==> config.mk <==
export PLATFORM = sky130hd
export DESIGN_NAME = prog_loader
export DESIGN_NICKNAME = d
export VERILOG_FILES = /design/src/rtl/prog_loader.sv
export SDC_FILE = /design/constraint.sdc
export NUM_CORES = 1
export LEC_CHECK = 0
export BUFFER_PORTS_ARGS = -buffer_cell sky130_fd_sc_hd__buf_2
export CAP_MARGIN = 10
export CORE_UTILIZATION = 32
export CTS_CLUSTER_SIZE = 20
export DETAILED_ROUTE_END_ITERATION = 10
export PLACE_DENSITY = 0.48
export SYNTH_ARGS = -nofsm -noshare
export SYNTH_HDL_FRONTEND = slang
export SYNTH_SLANG_ARGS = --single-unit
==> constraint.sdc <==
create_clock -name clk -period 6.9 [get_ports clk]
set_input_delay 1.035 -clock clk [delete_from_list [all_inputs] [get_ports clk]]
set_output_delay 1.035 -clock clk [all_outputs]
set_load 0.01 [all_outputs]
==> src/rtl/prog_loader.sv <==
// Streaming program loader: unpacks a framed byte stream into 13-bit instructions
// and writes them in pairs into the three 9-bit instruction banks.
module prog_loader #(
  parameter int unsigned NUMWORDS = 1024,
  parameter logic [7:0]  MAGIC    = 8'hA5
) (
  input  logic                        clk,
  input  logic                        rst_n,
  input  logic [7:0]                  in_data,
  input  logic                        in_valid,
  output logic                        in_ready,
  output logic [$clog2(NUMWORDS)-1:0] wr_addr,
  output logic [26:0]                 wr_data,
  output logic                        wr_en,
  output logic                        cpu_rst,
  output logic                        done,
  output logic                        err
);

  localparam int unsigned AW  = $clog2(NUMWORDS);
  localparam logic [16:0] CAP = 17'(2 * NUMWORDS);

  typedef enum logic [3:0] {
    IDLE, LEN_H, LEN_L, P_LO, P_HI, WRITE, CHECK, DONE, ERROR
  } state_e;

  state_e          state_q, state_d;
  logic [15:0]     len_q, len_d;
  logic [15:0]     cnt_q, cnt_d;
  logic [7:0]      chk_q, chk_d;
  logic [7:0]      lo_q, lo_d;
  logic [12:0]     pair_q, pair_d;
  logic [AW-1:0]   addr_q, addr_d;
  logic [26:0]     data_q, data_d;
  logic            wr_en_q, wr_en_d;
  logic            in_ready_q, in_ready_d;
  logic            cpu_rst_q, cpu_rst_d;
  logic            done_q, done_d;
  logic            err_q, err_d;

  logic            xfer;
  logic [15:0]     n_full;
  logic [12:0]     instr;
  logic [15:0]     cnt_inc;

  // State and output registers
  always_ff @(posedge clk or negedge rst_n) begin
    if (!rst_n) begin
      state_q    <= IDLE;
      len_q      <= '0;
      cnt_q      <= '0;
      chk_q      <= '0;
      lo_q       <= '0;
      pair_q     <= '0;
      addr_q     <= '0;
      data_q     <= '0;
      wr_en_q    <= 1'b0;
      in_ready_q <= 1'b1;
      cpu_rst_q  <= 1'b0;
      done_q     <= 1'b0;
      err_q      <= 1'b0;
    end else begin
      state_q    <= state_d;
      len_q      <= len_d;
      cnt_q      <= cnt_d;
      chk_q      <= chk_d;
      lo_q       <= lo_d;
      pair_q     <= pair_d;
      addr_q     <= addr_d;
      data_q     <= data_d;
      wr_en_q    <= wr_en_d;
      in_ready_q <= in_ready_d;
      cpu_rst_q  <= cpu_rst_d;
      done_q     <= done_d;
      err_q      <= err_d;
    end
  end

  // Frame parser, instruction packing and next-cycle outputs
  always_comb begin
    state_d   = state_q;
    len_d     = len_q;
    cnt_d     = cnt_q;
    chk_d     = chk_q;
    lo_d      = lo_q;
    pair_d    = pair_q;
    addr_d    = addr_q;
    data_d    = data_q;
    cpu_rst_d = cpu_rst_q;
    done_d    = done_q;
    err_d     = err_q;

    xfer    = in_valid & in_ready_q;
    n_full  = {len_q[15:8], in_data};
    instr   = {in_data[4:0], lo_q};
    cnt_inc = 16'(cnt_q + 16'd1);

    case (state_q)
      IDLE, DONE, ERROR: begin
        if (xfer && in_data == MAGIC) begin
          state_d   = LEN_H;
          done_d    = 1'b0;
          err_d     = 1'b0;
          chk_d     = '0;
          cpu_rst_d = 1'b1;
        end
      end
      LEN_H: begin
        if (xfer) begin
          len_d[15:8] = in_data;
          state_d     = LEN_L;
        end
      end
      LEN_L: begin
        if (xfer) begin
          len_d = n_full;
          cnt_d = '0;
          if ({1'b0, n_full} > CAP) begin
            state_d = ERROR;
            err_d   = 1'b1;
          end else if (n_full == 16'd0) begin
            state_d = CHECK;
          end else begin
            state_d = P_LO;
          end
        end
      end
      P_LO: begin
        if (xfer) begin
          lo_d    = in_data;
          chk_d   = chk_q + in_data;
          state_d = P_HI;
        end
      end
      P_HI: begin
        if (xfer) begin
          chk_d = chk_q + in_data;
          if (in_data[7:5] != 3'b000) begin
            state_d = ERROR;
            err_d   = 1'b1;
          end else begin
            cnt_d = cnt_inc;
            if (cnt_q[0]) begin
              addr_d  = AW'(cnt_q >> 1);
              data_d  = {instr, pair_q, 1'b0};
              state_d = WRITE;
            end else if (cnt_inc == len_q) begin
              // Odd-length frame: the trailing even instruction has no partner
              addr_d  = AW'(cnt_q >> 1);
              data_d  = {13'd0, instr, 1'b0};
              state_d = WRITE;
            end else begin
              pair_d  = instr;
              state_d = P_LO;
            end
          end
        end
      end
      WRITE: begin
        state_d = (cnt_q == len_q) ? CHECK : P_LO;
      end
      CHECK: begin
        if (xfer) begin
          if (in_data == chk_q) begin
            state_d   = DONE;
            done_d    = 1'b1;
            cpu_rst_d = 1'b0;
          end else begin
            state_d = ERROR;
            err_d   = 1'b1;
          end
        end
      end
      default: state_d = IDLE;
    endcase

    in_ready_d = (state_d != WRITE);
    wr_en_d    = (state_d == WRITE);
  end

  assign in_ready = in_ready_q;
  assign wr_addr  = addr_q;
  assign wr_data  = data_q;
  assign wr_en    = wr_en_q;
  assign cpu_rst  = cpu_rst_q;
  assign done     = done_q;
  assign err      = err_q;

endmodule

==> reports/qor_table.md, run 1 <==
| Metric | This run |
|:---|:---|
| Layout cells sized above 1 | 20.5% |
| Placeable core area | 0.0175 mm² |
| Maximum fanout along the worst path | 29 |
| Count of cell types in the netlist | 71 |
| Startpoint of the most critical hold path | chk_q[3]$_DFFE_PN0P_ |
| Average via count per standard cell | 5.35 |
| CTS Buf Count | 9 |
| Clock edge transition at the registers on the reported setup and hold paths | 0.07 ns |
| Share of flip-flops with an asynchronous set or reset after synthesis | 100% |
| Worst Path Required | 7.14 ns |
| Overall overflow remaining after global route | 0 |
| Hold path depth | 2 |
| Highest attainable clock frequency | 250 MHz |
| Post-synthesis sequential element count | 106 |
| Number of hold-repair buffers added at the cts stage | 0 |
| Most common cell after layout, fill and taps aside | sky130_fd_sc_hd__dfrtp_1 |
| Antenna viol nets, final | 0 |
| Sink Count | 106 |
| Most frequent cells in the layout | sky130_fd_sc_hd__dfrtp_1 (105), sky130_fd_sc_hd__nand2_1 (73), sky130_fd_sc_hd__buf_2 (50) |
| Main combinational cell family by area after synthesis | simple AND/OR/NAND/NOR gates |
| Endpoint of the lowest-slack register-to-register path | wr_addr[0]$_DFFE_PN0P_ |
| Post-Syn Area per Cell | 10.2 µm² |
| Final Slew Violations | 0 |
| Number of buffers between clock root and the deepest sink | 2 |
| Clock latency reported for the late side of the worst-skew pair | 0.36 ns |
| Setup Buffers After CTS | 0 |
| Routed len/inst | 18.3 µm |
| Number of synthesized flops with an enable pin | 0 |
| Remaining routing DRC violations | 0 |
| Synthesized-area fraction occupied by ao, oa, aoi and oai cells | 14.1% |
| Min-delay worst type | register to register |
| Primary FF master, synth | sky130_fd_sc_hd__dfrtp_1 |
| Die Ht | 137 µm |
| Delay of the slowest critical-path stage | 0.92 ns |
| Sequence of cells on the critical path | ha_1, nand4_1, or3_1, a211o_1, a211oi_2, nand4_1, buf_4, and2_1, mux2_1 |
| Warnings from Yosys | 0 |
| Adder-Cell Fraction of Synth Area | 2.06% |
| Critical path type | register to register |
| Final clock skew | 0.0108 ns |
| RSZ-0062 raised after global routing | no |
| Final-stage net count | 621 |
| Port Buffer Count | 51 |
| Multiplexer area fraction after synthesis | 8.92% |
| H-tree depth reported by CTS | 3 |
| Number of antenna violations at the first check in global routing | 0 |
| Starting DRT DRC Count | 282 |
| Reg-to-Reg Start | cnt_q[0]$_DFFE_PN0P_ |
| Count of antenna diodes in the layout | 0 |
| CP Launch Type | register |
| Gates resized, CTS repair | 0 |
| Xor and xnor area share after synthesis | 6.02% |
| Count of final setup violators | 0 |
| Via total after detailed routing | 4450 |
| All-Layer GR Usage | 17.4% |
| Number of hold violations in the final report | 0 |
| Post-synthesis cell type with the largest combined area | sky130_fd_sc_hd__dfrtp_1 |
| Result of the run | complete, no violations |
| Final hold slack | 0.488 ns |
| Summed negative setup slack over all endpoints | 0 ns |
| Max-cap violations | 0 |
| Largest net degree at the start of global routing | 68 |
| Post-Synth Simple-Gate Area | 19.3% |
| Portion of the clock cycle consumed by the worst path in the final layout | 57.9% |
| Clock tree from TritonCTS | done |
| Sequential fraction of the synthesis area | 45.6% |
| Highest-delay cell along the critical path | sky130_fd_sc_hd__dfrtp_1 |
| Final HPWL from detailed placement | 10300 µm |
| Ranking of synthesized cells by area | sky130_fd_sc_hd__dfrtp_1 (45%), sky130_fd_sc_hd__nand2_1 (4.7%), sky130_fd_sc_hd__mux2_4 (4.1%) |
| Number of standard-cell rows in the floorplan | 48 |
| Sum of routed wire length over all layers | 15200 µm |
| Cell mode on critical path | sky130_fd_sc_hd__nand4_1 |
| Power Dens Cells | 320 mW/mm² |
| Relative slew slack | 30.0% |
| Arrival time at the worst endpoint | 4.24 ns |
| Capture endpoint of the worst hold path | chk_q[3]$_DFFE_PN0P_ |
| Global-route wire length before repair | 24600 µm |
| Die X-Extent | 137 µm |
| Post-synth top area share | 45.1% |
| Maximum resistive drop on vdd | 0.150 mV |
| Area delta synth->final | 12.3% |
| Via count of the first global-routing pass | 4475 |
| Transition at the pin with the smallest max-transition slack | 1.05 ns |
| LEAKAGE | 2.90 nW |
| Path depth of the worst reg2reg path | 9 |
| Reg2reg setup slack | 2.91 ns |
| Worst Setup End Kind | register |
| Top Ports | 53 |
| Net count after synthesis | 591 |
| Number of search-and-repair iterations in the first detailed-routing pass | 5 |
| Number of instances in the synthesized netlist | 571 |
| Routability congestion estimate from global placement | 0.885 |
| Total Die Area | 0.0187 mm² |
| Clk Tree Root Cell | sky130_fd_sc_hd__clkbuf_16 |
| Crit path time final | 3.99 ns |
| Starting utilization of the core area | 33.2% |
| Netlist Area Pre-Place | 0.00582 mm² |
-- through the flow --
stage	std cells	setup WS (ns)	power, mW	cell area (µm²)	utilization, %
final	831	2.91	2.09	6540	37.3
after floorplan	571	3.87	1.35	5820	-
after CTS	830	2.89	2.11	6530	37.2
after global routing	831	2.60	2.23	6540	37.3
after global placement	814	2.98	1.51	6200	35.4
after detailed placement	814	2.91	1.52	6200	35.4
-- cells by family (layout without fill, tap and decap cells) --
| logic type | count (synthesis) | in the layout |
|---|---|---|
| and+or+nand+nor | 217 | 217 |
| AOI/OAI and AO/OA | 110 | 110 |
| DFF | 106 | 106 |
| buffers and inverters | 47 | 82 |
| muxes | 41 | 41 |
| xor gates and xnor gates | 40 | 40 |
| adders and majority gates | 9 | 9 |
| other | 1 | 1 |
-- worst max-delay path by stage --
stage,startpoint,cells after the start,endpoint,slack (ns)
after global placement,cnt_q[0]$_DFFE_PN0P_,9,wr_addr[0]$_DFFE_PN0P_,2.98
final,cnt_q[0]$_DFFE_PN0P_,9,wr_addr[0]$_DFFE_PN0P_,2.91
after CTS,cnt_q[0]$_DFFE_PN0P_,9,wr_addr[0]$_DFFE_PN0P_,2.89
after floorplan,in_data[7],9,wr_addr[2]$_DFFE_PN0P_,3.87
after detailed placement,cnt_q[0]$_DFFE_PN0P_,9,wr_addr[0]$_DFFE_PN0P_,2.91
after global routing,cnt_q[0]$_DFFE_PN0P_,9,wr_addr[0]$_DFFE_PN0P_,2.60
-- cell usage after synthesis (14+ instances only) --
master / n
sky130_fd_sc_hd__clkbuf_1: 15
sky130_fd_sc_hd__dfrtp_1: 105
sky130_fd_sc_hd__mux2_2: 19
sky130_fd_sc_hd__nor2_1: 31
sky130_fd_sc_hd__buf_2: 14
sky130_fd_sc_hd__nand2_1: 73
sky130_fd_sc_hd__nand3_1: 28
sky130_fd_sc_hd__mux2_4: 16
sky130_fd_sc_hd__o21ai_0: 17
sky130_fd_sc_hd__a211o_1: 18
sky130_fd_sc_hd__a21oi_1: 15
sky130_fd_sc_hd__xnor2_1: 24
sky130_fd_sc_hd__a22o_1: 16
sky130_fd_sc_hd__nor3_1: 14
sky130_fd_sc_hd__xor2_1: 16
-- flip-flops by register name (all words and copies together) (netlist names), 4 cells and up --
name / cells
pair_q: 13
wr_data: 26
len_q: 16
cnt_q: 16
wr_addr: 10
lo_q: 8
state_q: 4
chk_q: 8
-- critical path: cells and delay by family, from the launching register on --
kind / cells / cell delay [ns]
muxes: 1 / 0.40
adders and majority gates: 1 / 0.47
and+or+nand+nor: 4 / 1.33
buffers and inverters: 1 / 0.26
AOI/OAI and AO/OA: 2 / 0.48
DFF: 1 / 0.92
-- where the power goes --
part | switching (mW) | internal [mW] | leakage, nW | total (mW)
logic | 0.322 | 0.278 | 1.38 | 0.600
registers | 0.167 | 0.744 | 1.36 | 0.911
clock network | 0.255 | 0.325 | 0.159 | 0.580
total | 0.744 | 1.35 | 2.90 | 2.09
-- area by class of cell --
cell class	count	area, µm²
Clock buffer	9	225
Timing Repair Buffer	57	303
Sequential cell	106	2650
Inverter	9	33.8
Multi-Input combinational cell	418	2940
Clock inverter	7	105
Tap cell	225	282
Fill cell	1807	11000
-- routing by layer --
layer  share of wire [%]  up-vias  GRT usage, %
li1                    -     2125             -
met2                  47       90          27.4
met5                   0        -             0
met3                 3.6       16          3.07
met4                 1.5        0          5.19
met1                  48     2219          24.2
No activity file was read; power rests on OpenSTA's default activity.
==> run 2, diff against run 1 <==
ABC_AREA = 1   (was default)
PLACE_DENSITY = 0.5   (was 0.48)
clock period = 3.4 ns   (was 6.9 ns; I/O delays follow)
==> reports/qor_table.md, run 2 <==
| Metric | This run | Change |
|:---|:---|:---|
| Result of the run | complete, no violations |  |
| Sequential fraction of the synthesis area | 46.2% | +0.58 points |
| Worst Path Required | 3.65 ns | -3.49 ns |
| Placed Instances | 1024 | +26% |
| Share of flip-flops with an asynchronous set or reset after synthesis | 100% | unchanged |
| Clock latency reported for the late side of the worst-skew pair | 0.36 ns | about the same |
| Adder-Cell Fraction of Synth Area | 2.09% | +0.026 points |
| Most common cell after layout, fill and taps aside | sky130_fd_sc_hd__nand2_1 |  |
| Count of final setup violators | 0 | unchanged |
| Count of cell types in the netlist | 40 | -44% |
| Antenna viol nets, final | 0 | unchanged |
| Summed negative setup slack over all endpoints | 0 ns | unchanged |
| Port Buffer Count | 51 | unchanged |
| Worst Setup End Kind | register |  |
| Die X-Extent | 136 µm | -0.61% |
| Arrival time at the worst endpoint | 2.85 ns | -1.39 ns |
| Final clock skew | 0.0121 ns | +0.00126 ns |
| Number of standard-cell rows in the floorplan | 48 | unchanged |
| Maximum resistive drop on vdd | 0.306 mV | +100% |
| Crit path time final | 2.60 ns | -1.39 ns |
| Gates resized, CTS repair | 0 | unchanged |
| Starting DRT DRC Count | 341 | +21% |
| LEAKAGE | 3.43 nW | +19% |
| Number of hold violations in the final report | 0 | unchanged |
| Overall overflow remaining after global route | 0 | unchanged |
| Setup Buffers After CTS | 0 | unchanged |
| Post-Syn Area per Cell | 7.52 µm² | -26% |
| Synthesized-area fraction occupied by ao, oa, aoi and oai cells | 9.60% | -4.5 points |
| Transition at the pin with the smallest max-transition slack | 0.976 ns | -0.0750 ns |
| Highest attainable clock frequency | 384 MHz | +53% |
| Highest-delay cell along the critical path | sky130_fd_sc_hd__dfrtp_1 |  |
| Primary FF master, synth | sky130_fd_sc_hd__dfrtp_1 |  |
| RSZ-0062 raised after global routing | no |  |
| Post-synthesis cell type with the largest combined area | sky130_fd_sc_hd__dfrtp_1 |  |
| Final Slew Violations | 0 | unchanged |
| All-Layer GR Usage | 18.7% | +1.3 points |
| Critical path type | register to register |  |
| Portion of the clock cycle consumed by the worst path in the final layout | 76.6% | +19 points |
| Count of antenna diodes in the layout | 0 | unchanged |
| Reg2reg setup slack | 0.80 ns | -2.11 ns |
| Routed len/inst | 15.5 µm | -15% |
| Delay of the slowest critical-path stage | 0.47 ns | -0.45 ns |
| Clk Tree Root Cell | sky130_fd_sc_hd__clkbuf_16 |  |
| CTS Buf Count | 9 | unchanged |
| Power Dens Cells | 707 mW/mm² | +120% |
| Largest net degree at the start of global routing | 47 | -31% |
| Net count after synthesis | 785 | +33% |
| Leading cell types by count after synthesis | sky130_fd_sc_hd__nand2_1 (265), sky130_fd_sc_hd__dfrtp_1 (105), sky130_fd_sc_hd__inv_1 (76) |  |
| Netlist Area Pre-Place | 0.00575 mm² | -1.2% |
| Post-synth top area share | 45.7% | +0.57 points |
| Main combinational cell family by area after synthesis | simple AND/OR/NAND/NOR gates |  |
| Xor and xnor area share after synthesis | 4.11% | -1.9 points |
| Via total after detailed routing | 4981 | +12% |
| Max-cap violations | 0 | unchanged |
| Total power | 4.66 mW | +120% |
| Number of antenna violations at the first check in global routing | 0 | unchanged |
| Post-synthesis sequential element count | 106 | unchanged |
| Total Die Area | 0.0185 mm² | -1.2% |
| Number of hold-repair buffers added at the cts stage | 0 | unchanged |
| Reg-to-Reg Start | cnt_q[0]$_DFFE_PN0P_ |  |
| Top Ports | 53 | unchanged |
| Filler instances | 1893 | +4.8% |
| Sink Count | 106 | unchanged |
| Path depth of the worst reg2reg path | 13 | +4 |
| Number of synthesized flops with an enable pin | 0 | unchanged |
| Most frequent cell after synthesis | sky130_fd_sc_hd__nand2_1 |  |
| Routability congestion estimate from global placement | 0.841 | -4.9% |
| Number of buffers between clock root and the deepest sink | 2 | unchanged |
| Warnings from Yosys | 0 | unchanged |
| CP Launch Type | register |  |
| Clock edge transition at the registers on the reported setup and hold paths | 0.07 ns | about the same |
| Remaining routing DRC violations | 0 | unchanged |
| Number of search-and-repair iterations in the first detailed-routing pass | 5 | unchanged |
| Via count of the first global-routing pass | 4960 | +11% |
| Number of instances in the synthesized netlist | 765 | +34% |
| Relative slew slack | 34.7% | +4.8 points |
| Starting utilization of the core area | 33.0% | -0.19 points |
| Maximum fanout along the worst path | 24 | -17% |
| Launching element of the worst setup path | cnt_q[0]$_DFFE_PN0P_ |  |
| Global-route wire length before repair | 26400 µm | +7.6% |
| Max FFs per register | 26 | unchanged |
| Most frequent cells in the layout | sky130_fd_sc_hd__nand2_1 (265), sky130_fd_sc_hd__dfrtp_1 (105), sky130_fd_sc_hd__inv_1 (76) |  |
| Endpoint of the lowest-slack register-to-register path | wr_addr[3]$_DFFE_PN0P_ |  |
| Cell mode on critical path | sky130_fd_sc_hd__nand2_1 |  |
| Die Ht | 136 µm | -0.61% |
| Area delta synth->final | 14.6% |  |
| Placeable core area | 0.0174 mm² | -0.68% |
| Clock tree from TritonCTS | done |  |
| Multiplexer area fraction after synthesis | 0% | -8.9 points |
| Termination of the worst setup path | wr_addr[3]$_DFFE_PN0P_ |  |
| Sum of routed wire length over all layers | 16100 µm | +6.0% |
| Ranking of synthesized cells by area | sky130_fd_sc_hd__dfrtp_1 (46%), sky130_fd_sc_hd__nand2_1 (17%), sky130_fd_sc_hd__nand3_1 (5.1%) |  |
| Final-stage net count | 830 | +34% |
| Average via count per standard cell | 4.79 | -11% |
| H-tree depth reported by CTS | 3 | unchanged |
| Core Util, Final | 37.8% | +0.56 points |
| Sequence of cells on the critical path | ha_1, nand3_1, inv_2, nand2_1, xnor2_1, nand3_1, nor2_1, nand2_1, o21bai_4, nand2_2, buf_12, nand2_1, nand2_1 |  |
| Post-Synth Simple-Gate Area | 30.4% | +11 points |
| Final HPWL from detailed placement | 11500 µm | +12% |
| Layout cells sized above 1 | 11.4% | -9.1 points |
| Fin cells | 1040 | +25% |
| Min-delay worst type | input port to async pin |  |
run 2: cell types whose count changed after synthesis, moves of 16 or more:
cell	before	now
sky130_fd_sc_hd__mux2_2	19	0
sky130_fd_sc_hd__nor2_1	31	49
sky130_fd_sc_hd__nand3_1	28	59
sky130_fd_sc_hd__nand4_1	7	23
sky130_fd_sc_hd__inv_1	9	76
sky130_fd_sc_hd__o21ai_0	17	56
sky130_fd_sc_hd__mux2_4	16	0
sky130_fd_sc_hd__a211o_1	18	0
sky130_fd_sc_hd__nand2_1	73	265
sky130_fd_sc_hd__a22o_1	16	0
run 2: per-stage QoR:
step	setup WS (ns)	instance area, µm²	hold WS (ns)
detailed placement	0.642	6270	0.453
finish	0.796	6590	0.184
global placement	0.603	6270	0.452
floorplan	1.26	5750	0.214
CTS	0.784	6590	0.205
global route	0.506	6590	0.220
run 2: report_power, final:
group | switching [mW] | internal, mW
registers | 0.318 | 1.58
clock network | 0.498 | 0.656
logic | 1.00 | 0.614
run 2: cell families (layout without fill, tap and decap cells):
kind of cell,after synthesis,count (layout)
and+or+nand+nor,416,416
buffers and inverters,109,159
DFF,106,106
AOI/OAI and AO/OA,97,97
xor gates and xnor gates,27,27
adders and majority gates,9,9
other,1,1
run 2: final cells by class:
type	count	area, µm²	share of cell area [%]
Clock inverter	6	96.3	1.46
Multi-Input combinational cell	550	2660	40.3
Tap cell	225	282	4.27
Inverter	80	300	4.56
Timing Repair Buffer	63	373	5.66
Sequential cell	106	2650	40.3
Clock buffer	10	229	3.47
run 2: critical path, delay by kind of cell (launching register included):
family,cells,cell delay (ns)
and+or+nand+nor,8,0.96
DFF,1,0.47
buffers and inverters,2,0.43
adders and majority gates,1,0.29
xor gates and xnor gates,1,0.21
AOI/OAI and AO/OA,1,0.14
run 2: metal layers:
| metal | track usage (%) | wire length (µm) | vias up |
|---|---|---|---|
| met4 | 4.44 | 162 | 0 |
| met2 | 30.2 | 7480 | 82 |
| li1 | - | - | 2552 |
| met5 | 0 | 0 | - |
| met3 | 3.09 | 495 | 9 |
| met1 | 25.8 | 7980 | 2338 |
run 2: worst min-delay path by stage:
stage | end | from | slack, ns | cells past startpoint
final | wr_addr[8]$_DFFE_PN0P_ | rst_n | 0.18 | 1
after global routing | wr_addr[5]$_DFFE_PN0P_ | rst_n | 0.22 | 1
after CTS | wr_addr[5]$_DFFE_PN0P_ | rst_n | 0.21 | 1
after detailed placement | wr_addr[5]$_DFFE_PN0P_ | wr_addr[5]$_DFFE_PN0P_ | 0.45 | 2
after global placement | wr_data[10]$_DFFE_PN0P_ | wr_data[10]$_DFFE_PN0P_ | 0.45 | 2
after floorplan | chk_q[0]$_DFFE_PN0P_ | rst_n | 0.21 | 0
